[config.mk]
export PLATFORM = sky130hd
export DESIGN_NAME = sdram_wb_arbiter
export DESIGN_NICKNAME = d
export VERILOG_FILES = /design/src/rtl/sdram_arb_pkg.sv /design/src/rtl/sdram_arb_pick.sv /design/src/rtl/sdram_wb_arbiter.sv
export SDC_FILE = /design/constraint.sdc
export NUM_CORES = 1
export LEC_CHECK = 0
export BUFFER_PORTS_ARGS = -buffer_cell sky130_fd_sc_hd__buf_2
export CORE_AREA = 4 4 130 132
export CTS_CLUSTER_SIZE = 24
export DETAILED_ROUTE_END_ITERATION = 6
export DIE_AREA = 0 0 134 136
export PLACE_DENSITY = 0.48
export SLEW_MARGIN = 30
export SYNTH_ARGS = -nofsm -noshare
export SYNTH_HDL_FRONTEND = slang
export SYNTH_SLANG_ARGS = --single-unit
export TNS_END_PERCENT = 50
[constraint.sdc]
create_clock -name wb_clk -period 2.1 [get_ports wb_clk]
set_input_delay 0.42 -clock wb_clk [delete_from_list [all_inputs] [get_ports wb_clk]]
set_output_delay 0.42 -clock wb_clk [all_outputs]
set_load 0.02 [all_outputs]
[src/rtl/sdram_arb_pkg.sv]
// sdram_arb_pkg: shared state, master IDs and cycle-type constants for the SDRAM Wishbone arbiter
package sdram_arb_pkg;
  typedef enum logic {ARB_IDLE, ARB_OWN} arb_state_e;
  localparam logic [1:0] M_VID  = 2'd0;
  localparam logic [1:0] M_SND  = 2'd1;
  localparam logic [1:0] M_CPU  = 2'd2;
  localparam logic [1:0] M_NONE = 2'd3;
  localparam logic [2:0] CTI_CLASSIC = 3'b000;
  localparam logic [2:0] CTI_INCR    = 3'b010;
  localparam logic [2:0] CTI_END     = 3'b111;
endpackage

[src/rtl/sdram_arb_pick.sv]
// sdram_arb_pick: fixed-priority pick (m0 > m1 > m2) with CPU starvation override
// Ports: req - per-master request, starve - CPU starvation threshold reached, owner - chosen master (M_NONE if none)
module sdram_arb_pick
  import sdram_arb_pkg::*;
(
  input  logic [2:0] req,
  input  logic       starve,
  output logic [1:0] owner
);
  always_comb
    owner = (starve && req[2]) ? M_CPU :
            req[0]             ? M_VID :
            req[1]             ? M_SND :
            req[2]             ? M_CPU : M_NONE;
endmodule

[src/rtl/sdram_wb_arbiter.sv]
// sdram_wb_arbiter: three-master Wishbone arbiter in front of the SDRAM controller slave port
// Ports: wb_clk/wb_rst - clock and async active-high reset; mN_* - master N bus (N=0 video, 1 sound, 2 CPU);
//        m_dat_o - read data broadcast; s_* - slave port; gnt - current owner (3 = none); busy - a master is granted
module sdram_wb_arbiter
  import sdram_arb_pkg::*;
#(
  parameter int ADR_W      = 24,
  parameter int STARVE_MAX = 4
) (
  input  logic             wb_clk,
  input  logic             wb_rst,
  input  logic [ADR_W-1:0] m0_adr,
  input  logic [31:0]      m0_dat_i,
  input  logic [3:0]       m0_sel,
  input  logic [2:0]       m0_cti,
  input  logic             m0_we,
  input  logic             m0_stb,
  input  logic             m0_cyc,
  output logic             m0_ack,
  input  logic [ADR_W-1:0] m1_adr,
  input  logic [31:0]      m1_dat_i,
  input  logic [3:0]       m1_sel,
  input  logic [2:0]       m1_cti,
  input  logic             m1_we,
  input  logic             m1_stb,
  input  logic             m1_cyc,
  output logic             m1_ack,
  input  logic [ADR_W-1:0] m2_adr,
  input  logic [31:0]      m2_dat_i,
  input  logic [3:0]       m2_sel,
  input  logic [2:0]       m2_cti,
  input  logic             m2_we,
  input  logic             m2_stb,
  input  logic             m2_cyc,
  output logic             m2_ack,
  output logic [31:0]      m_dat_o,
  output logic [ADR_W-1:0] s_adr,
  output logic [31:0]      s_dat_i,
  output logic [3:0]       s_sel,
  output logic [2:0]       s_cti,
  output logic             s_we,
  output logic             s_stb,
  output logic             s_cyc,
  input  logic [31:0]      s_dat_o,
  input  logic             s_ack,
  output logic [1:0]       gnt,
  output logic             busy
);
  localparam int BW = ADR_W + 32 + 4 + 3 + 3;
  arb_state_e state_q, state_d;
  logic [1:0] owner_q, owner_d, pick_owner;
  logic [3:0] starve_q, starve_d;
  logic [2:0] req;
  logic [BW-1:0] bus0, bus1, bus2, own_bus, s_bus;
  logic own;
  assign req  = {m2_cyc & m2_stb, m1_cyc & m1_stb, m0_cyc & m0_stb};
  // cyc sits in bit 0 so the release test can read it straight off the owner's bus
  assign bus0 = {m0_adr, m0_dat_i, m0_sel, m0_cti, m0_we, m0_stb, m0_cyc};
  assign bus1 = {m1_adr, m1_dat_i, m1_sel, m1_cti, m1_we, m1_stb, m1_cyc};
  assign bus2 = {m2_adr, m2_dat_i, m2_sel, m2_cti, m2_we, m2_stb, m2_cyc};
  assign own_bus = owner_q == M_VID ? bus0 : owner_q == M_SND ? bus1 : bus2;
  sdram_arb_pick u_pick (
    .req    (req),
    .starve (starve_q >= 4'(STARVE_MAX)),
    .owner  (pick_owner)
  );
  always_ff @(posedge wb_clk or posedge wb_rst)
    if (wb_rst) begin
      state_q  <= ARB_IDLE;
      owner_q  <= M_NONE;
      starve_q <= 4'd0;
    end else begin
      state_q  <= state_d;
      owner_q  <= owner_d;
      starve_q <= starve_d;
    end
  always_comb begin
    state_d  = state_q;
    owner_d  = owner_q;
    starve_d = starve_q;
    if (state_q == ARB_IDLE) begin
      if (|req) begin
        state_d  = ARB_OWN;
        owner_d  = pick_owner;
        // only DMA grants that bypass a waiting CPU count toward starvation
        starve_d = pick_owner == M_CPU ? 4'd0 :
                   (req[2] && starve_q != 4'hf) ? starve_q + 4'd1 : starve_q;
      end
    end else if (!own_bus[0]) begin
      state_d = ARB_IDLE;
      owner_d = M_NONE;
    end
  end
  always_comb begin
    own     = state_q == ARB_OWN;
    s_bus   = own ? own_bus : '0;
    m0_ack  = s_ack & own & (owner_q == M_VID);
    m1_ack  = s_ack & own & (owner_q == M_SND);
    m2_ack  = s_ack & own & (owner_q == M_CPU);
    gnt     = own ? owner_q : M_NONE;
    busy    = own;
    m_dat_o = s_dat_o;
  end
  assign {s_adr, s_dat_i, s_sel, s_cti, s_we, s_stb, s_cyc} = s_bus;
endmodule

==> results.json, run 1 <==
{
  "status": "finished, violations left",
  "violations": "negative setup slack",
  "pin_count": 337,
  "hold_violations": 0,
  "fin_crit_sh": 1.07,
  "maxCapViolCount": 0,
  "cts_hold_buf": 0,
  "cts_root_buf": "clkbuf_16",
  "dp_cells": 801,
  "area_growth_pct": 78.4,
  "p_clk_frac": 0.057,
  "fin_cells": 821,
  "place_area_sq_mm": 0.00379,
  "worstSetupEndpointType": "output port",
  "clockBufferDepth": 2,
  "power_leakage_nw": 2.40,
  "dp_hpwl_um": 8790,
  "numCtsBuffers": 3,
  "crit_slowest_cell": "dfstp_4",
  "crit_fanout": 4,
  "crit_buf_inv": 4,
  "cts_tree": "done",
  "place_congestion": 0.760,
  "drtPass1Iterations": 4,
  "yosysWarnings": 0,
  "route.vias.total": 3320,
  "wl_per_cell_um": 14.6,
  "async_reset_ff_frac": 1.00,
  "drtAntennaViolNets": 0,
  "clock-sinks": 7,
  "setup_viol": 67,
  "ctsHtreeMaxLevel": 1,
  "worstPathArrival_ps": 1840,
  "postSynthAreaPerCell_sq_um": 6.63,
  "grt_usage": 0.105,
  "post-synth-top-area-fraction": 0.271,
  "crit_chain": "buf_12 > buf_6 > mux2_4 > o211ai_4 > inv_2 > buf_6",
  "hp-class": "primary input to asynchronous set/reset pin",
  "worst_setup_path_start_kind": "register",
  "final_core_util": 0.277,
  "synth-seq-cells": 7,
  "rrSetupSlack_ps": 310,
  "grt_pass1_vias": 3028,
  "clock_latency_ps": 230,
  "startpoint": "owner_q[0]",
  "clock_skew_ps": 0.746,
  "tightestPinTransition_ps": 448,
  "timing.rr.start": "owner_q[0]",
  "synth.distinct_cells": 28,
  "drtIter0Drc": 54,
  "yosysMostFrequentCell": "nand2_1",
  "rsz0062_at_grt": "yes",
  "nNetsFinal": 840,
  "grt_antenna_before_repair": 1,
  "p_seq_frac": 0.051,
  "core_area_sq_mm": 0.0157,
  "synth_top_area_cell": "mux2i_1",
  "synthTopCellsByArea": "mux2i_1 27%, and2_1 17%, o21ai_0 14%",
  "n_antenna_cell": 0,
  "rr_endpoint": "owner_q[1]",
  "via_per_inst": 4.04,
  "grt_max_degree": 72,
  "ys_seq_area_frac": 0.0729,
  "synth_edf_count": 0,
  "synthesis.nets": 602,
  "fmax_mhz": 443,
  "slew_headroom": 0.701,
  "dieHeight_um": 136,
  "grt_first_pass_wirelength_um": 15700,
  "p_sw_mw": 2.84,
  "critPathTopFamily": "flip-flops",
  "start_util": 0.155,
  "cp_common_cell": "buf_6",
  "pwr-share-comb": 0.892,
  "synth_flop_cell": "dfrtp_1",
  "swShare": 0.494,
  "path_clk_slew_ps": 40,
  "post-route-min-period_ps": 2260,
  "fin_area_sq_mm": 0.00435,
  "synth.top_cells.by_count": "72 x nand2_1, 69 x o21ai_0, 66 x and2_1, 66 x mux2i_1, 39 x buf_4",
  "drive_gt1_frac": 0.512,
  "p_int_mw": 2.90,
  "vdd_ir_drop_max_uv": 753,
  "overflow": 0,
  "worst_slack_ps": -156,
  "syn_area_sq_mm": 0.00244,
  "p_per_area_mw_per_mm2": 1320,
  "netlist_instances": 368,
  "rows": 46,
  "routed_wl_um": 12000,
  "cp.required_ps": 1680,
  "drv_slew": 0,
  "die-area_sq_mm": 0.0182,
  "io_buffers": 272,
  "worstRegToRegCells": 6,
  "dieWidth_um": 134,
  "cpPeakStageDelay_ps": 660,
  "drc": 0,
  "worst-setup-path-type": "register to output port"
}
## cells in the final DEF, fill, tap and decap left out, drive strengths merged
cell type	n
nor3	1
mux2i	66
a21oi	1
o211ai	2
ha	1
nor2	3
clkbuf	9
a222oi	1
nand4	1
and2	66
o21ai	69
nand3b	1
or2	1
dfstp	2
nand2b	3
buf	291
a22o	1
inv	2
dfrtp	5
o22ai	1
o221a	1
mux2	1
nand2	72
nand3	2
nor3b	2
## layout make-up
cell class                 count  area [sq um]
timing repair buffer         296          1920
tap                          216           270
inverter                       2          7.51
multi-input combinational    296          1890
fill                        1761         11400
sequential                     7           186
clock buffer                   4          78.8
## worst reg2reg max path: stages, from the launching register on
cell	delay (ps)
dfstp_4	660
buf_12	140
buf_6	100
mux2_4	310
o211ai_4	210
buf_4	140
o221a_2	170
## logic make-up after synthesis
family                   after synthesis  synth area share
buffers and inverters                 65             0.165
AO/OA/AOI/OAI                         76             0.167
multiplexers                          67             0.277
flip-flops                             7            0.0729
AND/OR/NAND/NOR                      152             0.313
adder cells (fa/ha/maj)                1           0.00513
## power groups by stage
stage | clock network, mW | logic (mW) | registers [mW]
final | 0.328 | 5.12 | 0.294
after global routing | 0.343 | 5.55 | 0.305
after CTS | 0.337 | 4.28 | 0.298
after detailed placement | 0 | 4.02 | 0.291
after global placement | 0 | 4.04 | 0.290
after floorplan | 0 | 2.92 | 0.238
## registers in the layout, indices dropped and copies added (netlist names)
| signal | count |
|---|---|
| busy | 1 |
| starve_q | 4 |
| owner_q | 2 |
## worst max path at each step
stage                  end  slack, ps  depth (start not counted)
2_1_floorplan       m1_ack        290                          3
3_3_place_gp   s_dat_i[16]        100                          5
3_5_place_dp   s_dat_i[16]        100                          5
4_1_cts         s_dat_i[3]       -120                          6
5_1_grt              s_cyc       -200                          6
6_report             s_cyc       -160                          6
## through the flow
step | TNS [ps] | hold slack, ps | setup WS, ps | power (mW)
after global routing | -9760 | 153 | -195 | 6.20
after floorplan | 0 | 222 | 291 | 3.16
final | -4570 | 123 | -156 | 5.74
after CTS | -5050 | 135 | -122 | 4.91
after global placement | 0 | 377 | 102 | 4.33
after detailed placement | 0 | 381 | 97.6 | 4.31
## per-layer routing
metal / vias up / wire length (um) / global-route usage / share of wire
li1: 1685 / - / - / -
met1: 1431 / 4620 / 0.120 / 0.39
met2: 171 / 6040 / 0.193 / 0.51
met3: 33 / 980 / 0.0233 / 0.082
met4: 0 / 318 / 0.0360 / 0.027
met5: - / 0 / 0 / 0
## what timing repair did
item / 4_1_cts / 5_1_grt
cloned: 1 / 5
resized for setup: 11 / 77
buffers inserted: 3 / 8
setup endpoints to repair: 62 / 67
pin swaps: 0 / 8
Power figures use the tool's default switching activity.
==> inputs of run 2 (changes only) <==
- CELL_PAD_IN_SITES_DETAIL_PLACEMENT: default -> 1
- CELL_PAD_IN_SITES_GLOBAL_PLACEMENT: default -> 2
- CORE_AREA: 4 4 130 132 -> default
- CORE_ASPECT_RATIO: default -> 1.4
- CORE_MARGIN: default -> 4
- CORE_UTILIZATION: default -> 13
- DIE_AREA: 0 0 134 136 -> default
- PLACE_DENSITY: 0.48 -> 0.85
==> run 2 against run 1 <==
Net effect:
- the flow still finishes with violations (negative setup slack)
- first-iteration DRC count is 11% lower
- sequential share of layout area is essentially flat
- combinational power is 0.8% lower
- power hardly changed
- count of clock-buffer cells in the layout is the same
==> results.json, run 2 (synthesis gave the netlist of run 1 again) <==
{
  "grt_antenna_before_repair": 0,
  "worst_slack_ps": -146,
  "cpPeakStageDelay_ps": 700,
  "grt.busiest_layer": "met2",
  "pin_count": 337,
  "status": "finished, violations left",
  "clock-sinks": 7,
  "slew_headroom": 0.650,
  "hp-class": "primary input to asynchronous set/reset pin",
  "wl_per_cell_um": 15.7,
  "worst-setup-path-type": "register to output port",
  "via_per_inst": 4.07,
  "multi_input_area_sq_mm": 0.00190,
  "fin_crit_sh": 1.07,
  "power_leakage_nw": 2.40,
  "place_congestion": 0.739,
  "setup_viol": 66,
  "rows": 59,
  "largest_register_ffs": 4,
  "place_area_sq_mm": 0.00395,
  "cts_hold_buf": 0,
  "fmax_mhz": 445,
  "grt_first_pass_wirelength_um": 17900,
  "fin_cells": 852,
  "violations": "negative setup slack",
  "vdd_ir_drop_max_uv": 666,
  "numCtsBuffers": 3,
  "grt_pass1_vias": 3513,
  "maxCapViolCount": 0,
  "grt_usage": 0.108,
  "nNetsFinal": 843,
  "post-route-min-period_ps": 2250,
  "routed_wl_um": 13400,
  "use_met2": 0.202,
  "dp_slack_ps": -12.2,
  "p_per_area_mw_per_mm2": 1310,
  "clockBufferDepth": 2,
  "cts_root_buf": "clkbuf_16",
  "n_antenna_cell": 0,
  "use_met3": 0.0499,
  "core_area_sq_mm": 0.0185,
  "drc": 0,
  "die-area_sq_mm": 0.0210,
  "grtUsageMet1": 0.105,
  "drive_gt1_frac": 0.520,
  "regMostFlops": "starve_q",
  "route.vias.total": 3466,
  "drv_slew": 0,
  "crit_chain": "buf_4 > clkbuf_16 > mux2i_1 > o21ai_0 > and2_1 > buf_2",
  "rsz0062_at_grt": "yes",
  "seq_area_sq_um": 186,
  "io_buffers": 272,
  "dp_hpwl_um": 10600,
  "path_clk_slew_ps": 40,
  "cp.required_ps": 1680,
  "crit_fanout": 7,
  "start_util": 0.132,
  "final_cell_mix": "248 x buf_2, 72 x nand2_1, 64 x and2_1",
  "clock_latency_ps": 240,
  "worstRegToRegCells": 5,
  "tightestPinTransition_ps": 525,
  "worst_setup_path_start_kind": "register",
  "area_growth_pct": 79.1,
  "path_depth": 6,
  "drtPass1Iterations": 6,
  "fillers": 2374,
  "dieHeight_um": 170,
  "cts_tree": "done",
  "critPathTopFamily": "flip-flops",
  "worstSetupEndpointType": "output port",
  "fin_area_sq_mm": 0.00437,
  "grt_max_degree": 67,
  "crit_slowest_cell": "dfstp_4",
  "final_common_cell": "buf_2",
  "drtIter0Drc": 48,
  "hold_violations": 0,
  "overflow": 0,
  "dieWidth_um": 124,
  "dp_cells": 840,
  "crit_buf_inv": 3,
  "clock_skew_ps": 1.76,
  "ctsHtreeMaxLevel": 1,
  "drtAntennaViolNets": 0,
  "worstPathArrival_ps": 1830
}
[run 2: cell types whose count changed in the layout (fill, tap and decap cells not counted)]
cell	change
and2_1	-2
mux2i_2	-1
buf_12	+1
and2_4	+2
buf_4	+7
o21ai_0	-1
o21ai_2	+1
buf_16	-1
buf_2	-1
clkbuf_16	-3
mux2i_4	+1
[run 2: final cells by class]
type | count | share of cell area
Inverter | 2 | 0.00172
Timing Repair Buffer | 299 | 0.432
Tap cell | 244 | 0.0699
Multi-Input combinational cell | 296 | 0.436
Sequential cell | 7 | 0.0427
Clock buffer | 4 | 0.0180
[run 2: path summary, 6_finish.rpt]
path	slack (ps)	start	endpoint
worst max-delay path	-150	owner_q[0]	s_dat_i[28]
worst min-delay path	120	wb_rst	busy
worst max register to register	330	owner_q[0]	owner_q[1]
worst min register to register	480	starve_q[1]	starve_q[1]
max in group asynchronous	1700	wb_rst	owner_q[1]
min in group wb_clk	480	m1_stb	owner_q[0]
[run 2: worst reg2reg max path, stage by stage (launching register included)]
cell and delay [ps]:
dfstp_4 700, clkbuf_16 180, mux2_4 320, o211ai_4 200
buf_4 140, o221a_2 170
[run 2: what timing repair did]
item	CTS	global route
pin swaps	0	20
setup endpoints to repair	63	66
cloned	2	2
setup buffers	2	3
gates resized for setup	20	71
[run 2: metal layers]
layer / part of all wire / routed length (um)
met3: 0.17 / 2220
met5: 0 / 0
met4: 0.022 / 290
met1: 0.32 / 4310
met2: 0.49 / 6550
[run 2: per-stage QoR]
stage	setup TNS (ps)	hold slack [ps]	utilization	total power [mW]
2_1_floorplan	0	222	-	3.16
3_3_place_gp	-5.90	364	0.213	4.60
3_5_place_dp	-12.2	379	0.213	4.66
4_1_cts	-7200	128	0.226	5.40
5_1_grt	-11120	154	0.236	6.20
6_report	-6150	119	0.236	5.74
[run 2: where the power goes]
group          switching [mW]  internal [mW]  leakage (nW)
logic                    2.68           2.40          2.27
clock network          0.0809          0.253        0.0382
registers               0.117          0.212        0.0867
